===== config.mk =====
export PLATFORM = sky130hd
export DESIGN_NAME = config_prog_scheduler
export DESIGN_NICKNAME = d
export VERILOG_FILES = /design/src/rtl/config_sched_pkg.sv /design/src/rtl/config_prog_scheduler_scrub_timer.sv /design/src/rtl/config_prog_scheduler.sv
export SDC_FILE = /design/constraint.sdc
export NUM_CORES = 1
export LEC_CHECK = 0
export CAP_MARGIN = 10
export CORE_AREA = 2 2 109 111
export DETAILED_ROUTE_END_ITERATION = 10
export DIE_AREA = 0 0 111 113
export SLEW_MARGIN = 25
export SYNTH_ARGS = -nofsm -noshare
export SYNTH_HDL_FRONTEND = slang
export SYNTH_SLANG_ARGS = --single-unit

===== constraint.sdc =====
create_clock -name clkin -period 2.6 [get_ports clkin]
set_clock_uncertainty 0.1 [all_clocks]
set_input_delay 0.52 -clock clkin [delete_from_list [all_inputs] [get_ports clkin]]
set_output_delay 0.52 -clock clkin [all_outputs]
set_load 0.01 [all_outputs]

===== src/rtl/config_sched_pkg.sv =====
// Shared types and constants for the configuration programming scheduler.
package config_sched_pkg;

    typedef enum logic [2:0] {
        IDLE      = 3'd0,
        LAUNCH    = 3'd1,
        WAIT_ACK  = 3'd2,
        WAIT_DONE = 3'd3,
        HOLD      = 3'd4
    } sched_state_t;

    localparam logic BANK_HOST = 1'b0;
    localparam logic BANK_ALT  = 1'b1;

endpackage


===== src/rtl/config_prog_scheduler_scrub_timer.sv =====
// Free-running scrub prescaler; emits a one-cycle tick at wrap when scrub is enabled.
module scrub_timer
    import config_sched_pkg::*;
#(
    parameter int unsigned PRESCALE_W = 26
) (
    input  logic clkin,
    input  logic rst,
    input  logic scrub_en,
    output logic tick_c
);

    logic [PRESCALE_W-1:0] prescaler;

    // Prescaler starts at 1 so the first tick lands 2^PRESCALE_W-1 cycles after reset
    always_ff @(posedge clkin) begin
        if (rst) begin
            prescaler <= PRESCALE_W'(1);
        end else begin
            prescaler <= prescaler + PRESCALE_W'(1);
        end
    end

    // Ticks while scrub is disabled are simply dropped
    assign tick_c = scrub_en && (prescaler == '0);

endmodule


===== src/rtl/config_prog_scheduler.sv =====
// Arbitrates host and scrub programming requests and sequences the serial
// configuration shift engine (start pulse, busy handshake, watchdog, holdoff).
// Optional feature macro: CFG_ALTERNATE_BANK_EN -- scrubs alternate between
// banks (first scrub after reset uses BANK_ALT); otherwise scrubs reprogram bank 0.
module config_prog_scheduler
    import config_sched_pkg::*;
#(
    parameter int unsigned PRESCALE_W = 26,
    parameter int unsigned TIMEOUT_W  = 16,
    parameter int unsigned CNT_W      = 16,
    parameter int unsigned HOLDOFF    = 4
) (
    input  logic             clkin,
    input  logic             rst,
    input  logic             host_req,
    input  logic             scrub_en,
    input  logic             eng_busy,
    output logic             eng_start,
    output logic             bank_sel,
    output logic             busy,
    output logic [CNT_W-1:0] prog_count,
    output logic             timeout_err
);

    localparam int unsigned HOLD_W = (HOLDOFF > 1) ? $clog2(HOLDOFF) : 1;
    localparam logic [HOLD_W-1:0] HOLD_LAST = HOLD_W'(HOLDOFF - 1);

    sched_state_t           state;
    logic                   host_prev;
    logic                   host_pend;
    logic                   scrub_pend;
    logic [TIMEOUT_W-1:0]   watchdog;
    logic [HOLD_W-1:0]      hold_cnt;
    logic                   host_edge_c;
    logic                   scrub_tick_c;
    logic                   scrub_bank_c;

    scrub_timer #(
        .PRESCALE_W (PRESCALE_W)
    ) u_scrub_timer (
        .clkin    (clkin),
        .rst      (rst),
        .scrub_en (scrub_en),
        .tick_c   (scrub_tick_c)
    );

    assign host_edge_c = host_req && !host_prev;

`ifdef CFG_ALTERNATE_BANK_EN
    logic alt_bank;

    // Each served scrub flips to the bank opposite the previous scrub
    assign scrub_bank_c = ~alt_bank;
`else
    // Scrub is a golden refresh of the host bank
    assign scrub_bank_c = BANK_HOST;
`endif

    // Request capture, arbitration, engine handshake FSM and status counters
    always_ff @(posedge clkin) begin
        if (rst) begin
            state       <= IDLE;
            host_prev   <= 1'b0;
            host_pend   <= 1'b0;
            scrub_pend  <= 1'b0;
            watchdog    <= '0;
            hold_cnt    <= '0;
            eng_start   <= 1'b0;
            bank_sel    <= BANK_HOST;
            busy        <= 1'b0;
            prog_count  <= '0;
            timeout_err <= 1'b0;
`ifdef CFG_ALTERNATE_BANK_EN
            alt_bank    <= BANK_HOST;
`endif
        end else begin
            host_prev  <= host_req;
            eng_start  <= 1'b0;
            host_pend  <= host_pend | host_edge_c;
            scrub_pend <= scrub_pend | scrub_tick_c;

            case (state)
                IDLE: begin
                    if (host_pend) begin
                        state     <= LAUNCH;
                        busy      <= 1'b1;
                        eng_start <= 1'b1;
                        bank_sel  <= BANK_HOST;
                        host_pend <= host_edge_c;
                    end else if (scrub_pend) begin
                        state      <= LAUNCH;
                        busy       <= 1'b1;
                        eng_start  <= 1'b1;
                        bank_sel   <= scrub_bank_c;
                        scrub_pend <= scrub_tick_c;
`ifdef CFG_ALTERNATE_BANK_EN
                        alt_bank   <= scrub_bank_c;
`endif
                    end
                end
                LAUNCH: begin
                    watchdog <= '0;
                    state    <= WAIT_ACK;
                end
                WAIT_ACK: begin
                    if (watchdog == {TIMEOUT_W{1'b1}}) begin
                        timeout_err <= 1'b1;
                        hold_cnt    <= '0;
                        state       <= HOLD;
                    end else begin
                        watchdog <= watchdog + TIMEOUT_W'(1);
                        if (eng_busy) begin
                            state <= WAIT_DONE;
                        end
                    end
                end
                WAIT_DONE: begin
                    if (watchdog == {TIMEOUT_W{1'b1}}) begin
                        timeout_err <= 1'b1;
                        hold_cnt    <= '0;
                        state       <= HOLD;
                    end else begin
                        watchdog <= watchdog + TIMEOUT_W'(1);
                        if (!eng_busy) begin
                            if (prog_count != {CNT_W{1'b1}}) begin
                                prog_count <= prog_count + CNT_W'(1);
                            end
                            hold_cnt <= '0;
                            state    <= HOLD;
                        end
                    end
                end
                HOLD: begin
                    if (hold_cnt == HOLD_LAST) begin
                        state <= IDLE;
                        busy  <= 1'b0;
                    end else begin
                        hold_cnt <= hold_cnt + HOLD_W'(1);
                    end
                end
                default: begin
                    state <= IDLE;
                    busy  <= 1'b0;
                end
            endcase
        end
    end

endmodule


Word level (Yosys, flattened, before mapping)
Cells that the tools add are included.
W data, S select, Z words.

storage, ports and cells
  logic and storage cells = 82
  input port bits = 5
  register bits = 70
  memories = 0
  bits in read-only memories = 0
  RAM bits = 0
  output and inout bits = 20
  latch bits = 0

cells by class
  divide/modulo/power cells = 0
  equality and inequality tests = 14
  multipliers = 0
  bitwise logic cells = 6
  order comparisons = 0
  shift operators = 0
  reductions and logical operators = 18
  add/subtract/negate cells = 4
  mux-type cells = 28

operator list
  kind                     number
  $add A16 B1 Y16 const B  2
  $pmux W16 S2             1
  $add A26 B1 Y26 const B  1
  $logic_not A26 Y1        1
  $mux W3                  7
  $eq A16 B16 Y1 const B   1
  $mux W16                 1
  $ne A16 B16 Y1 const B   1
  $pmux W3 S5              1
  $mux W1                  12
  $reduce_and A4 Y1        3
  $ne A3 B3 Y1 const B     3
  $mux W2                  4
  $ne A2 B2 Y1 const B     4
  $eq A3 B2 Y1 const B     2
  $pmux W2 S3              1
  $reduce_and A2 Y1        3
  $not A1 Y1               4
  $reduce_bool A2 Y1       2
  $reduce_or A2 Y1         2
  $eq A3 B1 Y1 const B     1
  $eq A3 B3 Y1 const B     1
  $logic_not A3 Y1         1
  $pmux W1 S3              1
  8 further kinds          10

Longest topological paths before layout
  depth after elaboration = 6
  depth in mapped cells = 8
  gate-level depth less buffers = 6

Cells and area by module
A second synthesis with hierarchy kept.

second synthesis, totals
  cell total of the unflattened synthesis = 389
  area total of the unflattened synthesis = 3428.3 um^2

modules (own cells, without submodules)
  module                 sequential area each (um^2)  area each (um^2)  times used  cells each
  config_prog_scheduler  860.8                        2135.8            1           242
  scrub_timer            520.5                        1292.5            1           147

Worst setup path before layout
No wires, ideal clock.

  path type = reg-to-reg
  start point = reg prog_count[0]
  end point = reg prog_count[13]
  clock period less this slack = 2105 ps
  stages on the path, launching flop included = 8
  slack = 495 ps
  required time = 2377 ps
  buffers on the path = 1
  arrival = 1882 ps
  library setup time = 123 ps
  path through = dfxtp_1 > ha_1 > nand3_2 > or4_1 > nand3_2 > buf_6 > nor4_1 > mux2_1

between the ends
  word-level cells in the longest chain between the ends = 2
  elaborated cells between the ends (all ways) = 3
  classes of those cells = add/sub (1); eq/ne (1); reduce/logical (1)

RTL lines
  item                                                                     line                          source
  start: declaration                                                       config_prog_scheduler.sv:21   output logic [CNT_W-1:0] prog_count,
  start signal: assignment                                                 config_prog_scheduler.sv:126  prog_count <= prog_count + CNT_W'(1);
  parallel branches: the longest is 2 deep, another holds $add A16 B1 Y16  -

Parallel ways; which one is timed is not known.
A chain may end at the register's enable or synchronous reset.

Final worst setup path
  start point = in eng_busy
  end point = reg prog_count[5]

between the ends
  word-level cells in the longest chain between the ends = 2

RTL lines
  item                                line                         source
  start: declaration                  config_prog_scheduler.sv:17  input logic eng_busy,
  $not A1 Y1 (no source line)         -
  $reduce_and A4 Y1 (no source line)  -

No other way between the ends.

==> impl_metrics.json <==
{
  "setup_violations": 0,
  "fillers": 1130,
  "p_clk_frac": 0.515,
  "dr.pass1.iters": 4,
  "startpoint_type": "input pin",
  "synth.top_cell.area_share": 0.4139,
  "core_area_mm2": 0.01127,
  "die_h_um": 113,
  "ys_seq_area_frac": 0.4139,
  "grt_start_max_net_pins": 28,
  "clock-sinks": 69,
  "synth_ff_type": "dfxtp_1",
  "pwr-share-seq": 0.413,
  "avgSynthCellArea_um2": 8.513,
  "grt_pass1_vias": 2584,
  "post-route-min-period_ns": 2.269,
  "end_kind": "flop",
  "powerDensity_mw_per_mm2": 670.2,
  "grt_usage": 0.1119,
  "combPwrFrac": 0.071,
  "switching_share": 0.2157,
  "hold_viol": 0,
  "yosys_register_bits": 69,
  "drv_slew": 0,
  "avgViaCountPerCell": 5.002,
  "cp.arrival_ns": 2.42,
  "leakage_nw": 1.412,
  "drtIter0Drc": 79,
  "rsz0062_at_grt": "no",
  "postCtsSetupRepairBufs": 0,
  "syn_nets": 402,
  "synthMostInstantiatedCell": "dfxtp_1",
  "yosysTopAreaCell": "dfxtp_1",
  "ios": 25,
  "maxSlewHeadroom": 0.6365,
  "placed_cell_area_mm2": 0.003701,
  "pre_cts_slack_ns": 0.006103,
  "net-switching-power_uw": 584.5,
  "rr_startpoint": "watchdog[0]",
  "clock-root-buffer": "clkbuf_16",
  "die_x_um": 111,
  "syn_inst": 392,
  "worstHoldStart": "timeout_err",
  "synth_area_mm2": 0.003337,
  "htreeDepth": 3,
  "irDropWorstVdd_uv": 303.5,
  "setup_ws_ns": 0.3310,
  "diodes": 0,
  "grt_antenna_before_repair": 0,
  "ant_nets": 0,
  "place_congestion": 0.7710,
  "ys_top_cells_by_count": "69 x dfxtp_1, 62 x nor2_1, 28 x xor2_1, 22 x nand2_1, 20 x nand4_1",
  "nNetsFinal": 424,
  "cts_buffers": 9,
  "synth_edf_count": 0,
  "grt_pass1_wl_um": 11680,
  "worst_pin_slew_ns": 0.5438,
  "worstPathRequired_ns": 2.76,
  "yosys_warnings": 0,
  "p_int_mw": 2.125,
  "status": "complete, no violations",
  "overflow": 0,
  "cts_tree": "built",
  "hpwl_um": 4794,
  "clkTransAtPathRegs_ns": 0.05,
  "wl_um": 6851,
  "start_util": 0.2960,
  "dieArea_mm2": 0.01254,
  "clk_latency_ns": 0.32,
  "rows": 39,
  "clockBufferDepth": 2,
  "startpoint": "eng_busy",
  "drive_gt1_frac": 0.08592,
  "ys_types": 49,
  "postLayoutCellArea_mm2": 0.004043,
  "cap_viol_max_count": 0,
  "fin_util": 0.3586,
  "cts_resized": 0,
  "max_freq_mhz": 440.7,
  "port_buffers": 23,
  "tns_ns": 0,
  "wl_per_cell_um": 12.19,
  "cts_hold_buf": 0,
  "num_vias": 2811,
  "synth_area_leaders": "dfxtp_1 41%, xor2_1 7.3%, nor2_1 7.0%",
  "hp-class": "reg -> reg",
  "critPathMaxFanout": 13,
  "rrSetupSlack_ns": 0.38,
  "area_delta_synth_final_pct": 21.15,
  "critical_path_class": "in -> reg",
  "async_flop_share": 0,
  "drcViolationCount": 0,
  "finalPower_mw": 2.709,
  "finalCritPeriodShare": 0.8727
}
through the flow:
stage          hold WS (ns)  cells
2_1_floorplan        0.3327    392
3_3_place_gp         0.3661    546
3_5_place_dp         0.3723    546
4_1_cts              0.3862    562
5_1_grt              0.4072    562
6_report             0.3754    562
power groups by stage:
| stage | clock, mW | combinational (mW) | sequential [mW] |
|---|---|---|---|
| after detailed placement | 0 | 0.195 | 1.14 |
| after global routing | 1.48 | 0.220 | 1.13 |
| after global placement | 0 | 0.193 | 1.14 |
| after floorplan | 0 | 0.153 | 1.13 |
| after CTS | 1.43 | 0.196 | 1.12 |
| final | 1.40 | 0.193 | 1.12 |
placed cells by master, fill, tap and decap left out, drive strengths merged, types with 4 or more instances in the layout:
cell and instances:
nor4 9, or4 8, nor3b 6, nand2 22
nand2b 4, xor2 28, o211ai 4, buf 8
nor3 8, xnor2 9, o21ai 12, or3 9
clkbuf 12, dfxtp 69, ha 5, nand4 21
and3 12, mux2 4, inv 6, nor2b 9
o31ai 6, nor2 62, and4 6, a21oi 19
nand3 17, clkdlybuf4s50 22
flip-flops by register name, summed over array words and instances (netlist names):
register / count
timeout_err: 1
u_scrub_timer.prescaler: 26
eng_start: 1
host_pend: 1
hold_cnt: 2
state: 3
host_prev: 1
prog_count: 16
scrub_pend: 1
watchdog: 16
busy: 1
worst max-delay path: stages:
cell	delay, ns
clkdlybuf4s50_1	0.45
nand2b_1	0.18
nor2_1	0.18
nand3_2	0.25
buf_4	0.26
or3_2	0.45
a21oi_1	0.14
kinds of logic (layout without fill, tap and decap cells):
logic type | count (synthesis) | after routing | synth area share
AND/OR/NAND/NOR | 199 | 199 | 0.3251
other | 1 | 1 | 0.001124
XOR/XNOR | 37 | 37 | 0.09712
adder cells (fa/ha/maj) | 5 | 5 | 0.01875
multiplexers | 5 | 5 | 0.01650
flip-flops | 69 | 69 | 0.4139
AO/OA/AOI/OAI | 51 | 51 | 0.09299
buffers and inverters | 25 | 52 | 0.03449
cell type report:
class / instances / area, µm² / share of cell area
clock inverters: 4 / 95.09 / 0.02352
multi-input cells: 298 / 1841 / 0.4553
clock buffers: 12 / 246.5 / 0.06097
flip-flops and latches: 69 / 1381 / 0.3417
well taps: 143 / 178.9 / 0.04426
inverters: 6 / 22.52 / 0.005571
repair buffers: 30 / 277.8 / 0.06871
routing by layer:
metal	GRT usage	vias up	wire, µm
met4	0.04000	0	26
li1	-	1446	-
met1	0.1473	1330	3425
met3	0.03107	2	193
met5	0	-	0
met2	0.1767	33	3205
path summary, 6_finish.rpt:
check,endpoint,depth (start not counted)
setup / recovery,prog_count[5],7
hold / removal,timeout_err,2
setup reg to reg,prog_count[5],7
hold reg to reg,timeout_err,2
(Power assumes the default switching activity.)
